[src/rtl/uart_pkg.sv]
// Shared definitions for the UART frame parser: FSM state encoding,
// error codes and the default frame start byte.
package uart_pkg;

  typedef enum logic [2:0] {
    ST_IDLE,
    ST_CMD,
    ST_LEN,
    ST_PAYLOAD,
    ST_CSUM
  } state_t;

  localparam logic [1:0] ERR_NONE = 2'b00;
  localparam logic [1:0] ERR_LEN  = 2'b01;
  localparam logic [1:0] ERR_CSUM = 2'b10;
  localparam logic [1:0] ERR_TMO  = 2'b11;

  localparam logic [7:0] DEFAULT_HEADER = 8'hA5;

endpackage

[src/rtl/uart_frame_timeout.sv]
// Inter-byte timeout counter for the UART frame parser. Cleared on every
// byte strobe and while the parser is idle; flags expiry after TIMEOUT_CYC
// cycles without a byte while a frame is in progress.
module uart_frame_timeout #(
  parameter int unsigned TIMEOUT_CYC = 50000
) (
  input  logic clk,
  input  logic rst_n,
  input  logic clear,
  input  logic run,
  output logic expired
);

  localparam int unsigned CNT_W = $clog2(TIMEOUT_CYC + 1);

  logic [CNT_W-1:0] cnt;

  // Expiry is reported one cycle early so the registered frame_err lands
  // exactly TIMEOUT_CYC cycles after the last byte.
  assign expired = run && !clear && (cnt == CNT_W'(TIMEOUT_CYC - 1));

  // Idle-cycle counter, restarted by each byte and held at zero when idle.
  always_ff @(posedge clk or negedge rst_n) begin
    if (!rst_n) begin
      cnt <= '0;
    end else if (clear || !run) begin
      cnt <= '0;
    end else if (!expired) begin
      cnt <= cnt + CNT_W'(1);
    end
  end

endmodule

[src/rtl/uart_frame_parser.sv]
// UART frame parser: HEADER, CMD, LEN, PAYLOAD[LEN], CSUM.
// Checksum is the 8-bit sum of CMD, LEN and payload bytes.
// Optional inter-byte timeout enabled by defining UART_FRAME_TIMEOUT_EN.
module uart_frame_parser
  import uart_pkg::*;
#(
  parameter logic [7:0]  HEADER      = DEFAULT_HEADER,
  parameter int unsigned MAX_LEN     = 8,
  parameter int unsigned TIMEOUT_CYC = 50000
) (
  input  logic       clk,
  input  logic       rst_n,
  input  logic       rx_int,
  input  logic [7:0] rx_data,
  input  logic [3:0] rd_addr,
  output logic [7:0] rd_data,
  output logic [7:0] cmd,
  output logic [3:0] len,
  output logic       frame_ok,
  output logic       frame_err,
  output logic [1:0] err_code,
  output logic       busy
);

  state_t     state, state_d;
  logic       rx_int_d;
  logic       strobe;
  logic       tmo_hit;
  logic       wr_en;
  logic [7:0] csum, csum_d;
  logic [3:0] idx, idx_d;
  logic [7:0] cmd_sh, cmd_sh_d;
  logic [3:0] len_sh, len_sh_d;
  logic [7:0] cmd_d;
  logic [3:0] len_d;
  logic       ok_d, err_d;
  logic [1:0] err_code_d;
  logic [7:0] pay_buf [MAX_LEN];

  assign strobe = rx_int_d & ~rx_int;
  assign busy   = (state != ST_IDLE);

`ifdef UART_FRAME_TIMEOUT_EN
  uart_frame_timeout #(
    .TIMEOUT_CYC (TIMEOUT_CYC)
  ) u_timeout (
    .clk     (clk),
    .rst_n   (rst_n),
    .clear   (strobe),
    .run     (busy),
    .expired (tmo_hit)
  );
`else
  assign tmo_hit = 1'b0;
`endif

  // Byte-complete edge detector on the receiver interrupt.
  always_ff @(posedge clk or negedge rst_n) begin
    if (!rst_n) begin
      rx_int_d <= 1'b0;
    end else begin
      rx_int_d <= rx_int;
    end
  end

  // Next-state and datapath decode; everything advances only on a strobe.
  always_comb begin
    state_d    = state;
    csum_d     = csum;
    idx_d      = idx;
    cmd_sh_d   = cmd_sh;
    len_sh_d   = len_sh;
    cmd_d      = cmd;
    len_d      = len;
    ok_d       = 1'b0;
    err_d      = 1'b0;
    err_code_d = err_code;
    wr_en      = 1'b0;
    if (strobe) begin
      unique case (state)
        ST_IDLE: begin
          if (rx_data == HEADER) state_d = ST_CMD;
        end
        ST_CMD: begin
          cmd_sh_d = rx_data;
          csum_d   = rx_data;
          state_d  = ST_LEN;
        end
        ST_LEN: begin
          csum_d = csum + rx_data;
          if (rx_data > 8'(MAX_LEN)) begin
            err_d      = 1'b1;
            err_code_d = ERR_LEN;
            state_d    = ST_IDLE;
          end else if (rx_data == 8'h00) begin
            len_sh_d = '0;
            state_d  = ST_CSUM;
          end else begin
            len_sh_d = rx_data[3:0];
            idx_d    = '0;
            state_d  = ST_PAYLOAD;
          end
        end
        ST_PAYLOAD: begin
          wr_en  = 1'b1;
          csum_d = csum + rx_data;
          idx_d  = idx + 4'd1;
          if (idx == len_sh - 4'd1) state_d = ST_CSUM;
        end
        ST_CSUM: begin
          if (rx_data == csum) begin
            ok_d       = 1'b1;
            cmd_d      = cmd_sh;
            len_d      = len_sh;
            err_code_d = ERR_NONE;
          end else begin
            err_d      = 1'b1;
            err_code_d = ERR_CSUM;
          end
          state_d = ST_IDLE;
        end
        default: state_d = ST_IDLE;
      endcase
    end else if (tmo_hit) begin
      err_d      = 1'b1;
      err_code_d = ERR_TMO;
      state_d    = ST_IDLE;
    end
  end

  // FSM and frame registers; result pulses land one cycle after the strobe.
  always_ff @(posedge clk or negedge rst_n) begin
    if (!rst_n) begin
      state     <= ST_IDLE;
      csum      <= '0;
      idx       <= '0;
      cmd_sh    <= '0;
      len_sh    <= '0;
      cmd       <= '0;
      len       <= '0;
      frame_ok  <= 1'b0;
      frame_err <= 1'b0;
      err_code  <= ERR_NONE;
    end else begin
      state     <= state_d;
      csum      <= csum_d;
      idx       <= idx_d;
      cmd_sh    <= cmd_sh_d;
      len_sh    <= len_sh_d;
      cmd       <= cmd_d;
      len       <= len_d;
      frame_ok  <= ok_d;
      frame_err <= err_d;
      err_code  <= err_code_d;
    end
  end

  // Payload buffer; decoded per entry so a 4-bit index fits any MAX_LEN.
  always_ff @(posedge clk or negedge rst_n) begin
    if (!rst_n) begin
      for (int unsigned i = 0; i < MAX_LEN; i++) pay_buf[i] <= '0;
    end else if (wr_en) begin
      for (int unsigned i = 0; i < MAX_LEN; i++) begin
        if (idx == 4'(i)) pay_buf[i] <= rx_data;
      end
    end
  end

  // Combinational read port; addresses beyond the buffer read as zero.
  always_comb begin
    rd_data = '0;
    for (int unsigned i = 0; i < MAX_LEN; i++) begin
      if (rd_addr == 4'(i)) rd_data = pay_buf[i];
    end
  end

endmodule
[config.mk]
export PLATFORM = sky130hd
export DESIGN_NAME = uart_frame_parser
export DESIGN_NICKNAME = d
export VERILOG_FILES = /design/src/rtl/uart_pkg.sv /design/src/rtl/uart_frame_timeout.sv /design/src/rtl/uart_frame_parser.sv
export SDC_FILE = /design/constraint.sdc
export NUM_CORES = 1
export LEC_CHECK = 0
export CORE_ASPECT_RATIO = 1.5
export CORE_MARGIN = 2
export CORE_UTILIZATION = 63
export DETAILED_ROUTE_END_ITERATION = 8
export GPL_TIMING_DRIVEN = 0
export PLACE_DENSITY_LB_ADDON = 0.08
export SYNTH_ARGS = -nofsm -noshare
export SYNTH_HDL_FRONTEND = slang
export SYNTH_SLANG_ARGS = --single-unit
[constraint.sdc]
create_clock -name clk -period 6 [get_ports clk]
set_clock_uncertainty 0.05 [all_clocks]
set_input_delay 0.9 -clock clk [delete_from_list [all_inputs] [get_ports clk]]
set_output_delay 0.9 -clock clk [all_outputs]
set_load 0.05 [all_outputs]
==> results.ini <==
[logic_synthesis]
synth_top_area_share_pct=50.0
synth.top_cells.by_count=dfrtp_1, mux2_2, nand2_1
yosysWarnings=0
avgSynthCellArea_um2=11.8
yosysTopAreaCell=dfrtp_1
ys.flop_type=dfrtp_1
synth_edf_count=0
synth_area_um2=5400
syn_inst=459
synth_seq_area_share_pct=50.0
yosysUniqueCellTypes=59
synth_area_leaders=dfrtp_1, mux2_2, ha_1
synthMostInstantiatedCell=dfrtp_1
synth-seq-cells=108
synth_nets=487
synth-async-reset-ratio_pct=100

[power_and_ir_drop]
intPower_mw=1.22
leakage_nw=3.01
p_comb_share_pct=17.9
vdd_drop_max_mv=0.186
p_per_area_nw_per_um2=270
clock_power_share_pct=34.1
pwr-share-seq_pct=48.0
p_sw_mw=0.461
power.total_mw=1.68
sw_frac_of_total_pct=27.4

[worst_setup_path]
cp-start-kind=input pin
crit_slowest_cell=clkdlybuf4s50_1
crit_arrival_ps=3760
critPathBufInv=3
path_cells=clkdlybuf4s50_1 -> clkbuf_1 -> nand3b_1 -> nor2_1 -> nand2_1 -> o21ai_0 -> clkdlybuf4s50_1
cpPeakStageDelay_ps=820
critical_path.top_delay_family=buffers and inverters
worstSetupEndpointType=output port
crit_top_cell=clkdlybuf4s50_1
crit_type=input pin to output port
cp_max_fo=10
crit_required_ps=5050

[cts]
cts_tree=yes
cts_setup_buffers=0
hold_buffers=0
cts_made_buffers=9
root_buffer=clkbuf_16
h-tree-depth=3
cts_resized=0
clk_latency_ps=350
clock_path_buffers=2
clkTransAtPathRegs_ps=60
cts_sinks=108

[timing]
timing.final.crit_share_pct=78.5
setup_ws_ps=1290
fin_tns_setup_ps=0
worstMarginPinSlew_ps=829
period_minus_slack_ps=4710
max_freq_mhz=212
max_slew_margin_pct=44.3
rsz0062_at_grt=no
final-max-slew-violation-count=0
finalSetupViolCount=0
finalHoldViolCount=0

[floorplan]
fp.dieW_um=79.6
start_util_pct=64.6
rows=41
die_area_um2=9350
fp.coreArea_um2=8360
io_pins=40
die_y_um=117

[placement]
post-place-ws_ps=1310
placed_cells=605
io_buffer_count=38
dpl.hpwl_um=8730
postPlaceCellArea_um2=5940
gp_congestion=0.899

[hold_path]
hp-class=flip-flop to flip-flop

[finish]
fin_area_um2=6230
area_delta_synth_final_pct=15.2
nets=537
fin_cells=620
drive_gt1_share_pct=22.6
fillers=567
antenna_cells=0

[global_route]
antenna_found_initial=0
grt_max_degree=72
grt_pass1_vias=4021
grt_overflow=0
grt_pass1_wl_um=19700
grt_usage_pct=27.9

[routing]
drcViolationCount=0
detail-route-antenna-nets=0
wirelength_um=12200
initialDrtViolationCount=191
wl_per_cell_um=19.6
dr_total_vias=3776
vias_per_cell=6.09
first_pass_iters=5

[job]
drv_cap=0

[outcome]
outcome=complete, no violations

## power by group through the flow
stage	combinational (mW)	sequential, mW	clock (mW)
floorplan	0.203	0.814	0
global placement	0.289	0.815	0
detailed placement	0.298	0.818	0
CTS	0.300	0.805	0.586
global route	0.331	0.809	0.615
finish	0.301	0.806	0.573
## per-layer routing
metal	vias to the layer above	global-route usage (%)	part of all wire (%)
li1	1760	-	-
met1	1857	33.3	40
met2	121	45.9	52
met3	38	5.54	4.2
met4	0	16.1	4.3
met5	-	0	0
## worst reg2reg max path, cell delays in order, from the launching register on
cell and delay [ps]:
dfrtp_1 380, ha_1 350, nor4_1 330, nand4_1 180, nor2_1 310, buf_2 360
mux2_2 380
## stage by stage
stage          util [%]  hold WS [ps]
6_report           74.5           426
5_1_grt            74.5           452
4_1_cts            74.5           428
3_5_place_dp       71.1           413
3_3_place_gp       70.8           408
2_1_floorplan         -           394
## layout by cell type, fill, tap and decap left out, types with 4 or more instances in the layout
cell type and instances:
dfrtp_1 108, nor2_1 23, clkdlybuf4s50_1 37, a211oi_1 8, nor3_1 7, a21oi_1 26
nand2_1 27, nand2b_1 6, nand3_1 5, nand2_4 5, o21ai_0 26, o22ai_1 7
mux2i_1 14, buf_2 4, mux2_2 77, clkbuf_16 9, ha_1 12, inv_1 13
nor4_1 4, mux2_4 6, clkbuf_1 17
## area by class of cell
type                            count  area [µm²]  share of cell area [%]
Sequential cell                   108        2700                    43.4
Multi-Input combinational cell    316        2550                    41.0
Timing Repair Buffer               39         405                    6.51
Clock buffer                       11         233                    3.74
Tap cell                          107         134                    2.15
Buffer                             21        95.1                    1.53
Inverter                           14        52.6                   0.844
Clock inverter                      4        51.3                   0.824
## path summary, 6_finish.rpt
path                                        from                 endpoint  slack, ps  cells past startpoint
min in group asynchronous                  rst_n  pay_buf[58]$_DFFE_PN0P_        480                      1
max in group asynchronous                  rst_n  pay_buf[20]$_DFFE_PN0P_       4680                      2
max reg2reg                  csum[2]$_DFFE_PN0P_       len[0]$_DFFE_PN0P_       3540                      6
max                                   rd_addr[2]               rd_data[7]       1290                      7
min reg2reg                cmd_sh[3]$_DFFE_PN0P_    cmd_sh[3]$_DFFE_PN0P_        430                      1
min                        cmd_sh[3]$_DFFE_PN0P_    cmd_sh[3]$_DFFE_PN0P_        430                      1
## kinds of logic after synthesis
group	count (synthesis)	share of synthesized area (%)
muxes	102	21.8
and+or+nand+nor	101	10.3
AOI/OAI and AO/OA	95	10.9
DFF	108	50.0
adders and majority gates	13	3.15
xor gates and xnor gates	5	1.07
buffers and inverters	35	2.73
## state kept, by name, indices dropped and copies added (netlist names)
register and cells:
rx_int_d 1, state 3, err_code 2, frame_ok 1, idx 4, csum 8
frame_err 1, len_sh 4, cmd 8, len 4, pay_buf 64, cmd_sh 8
(Power assumes the default switching activity.)
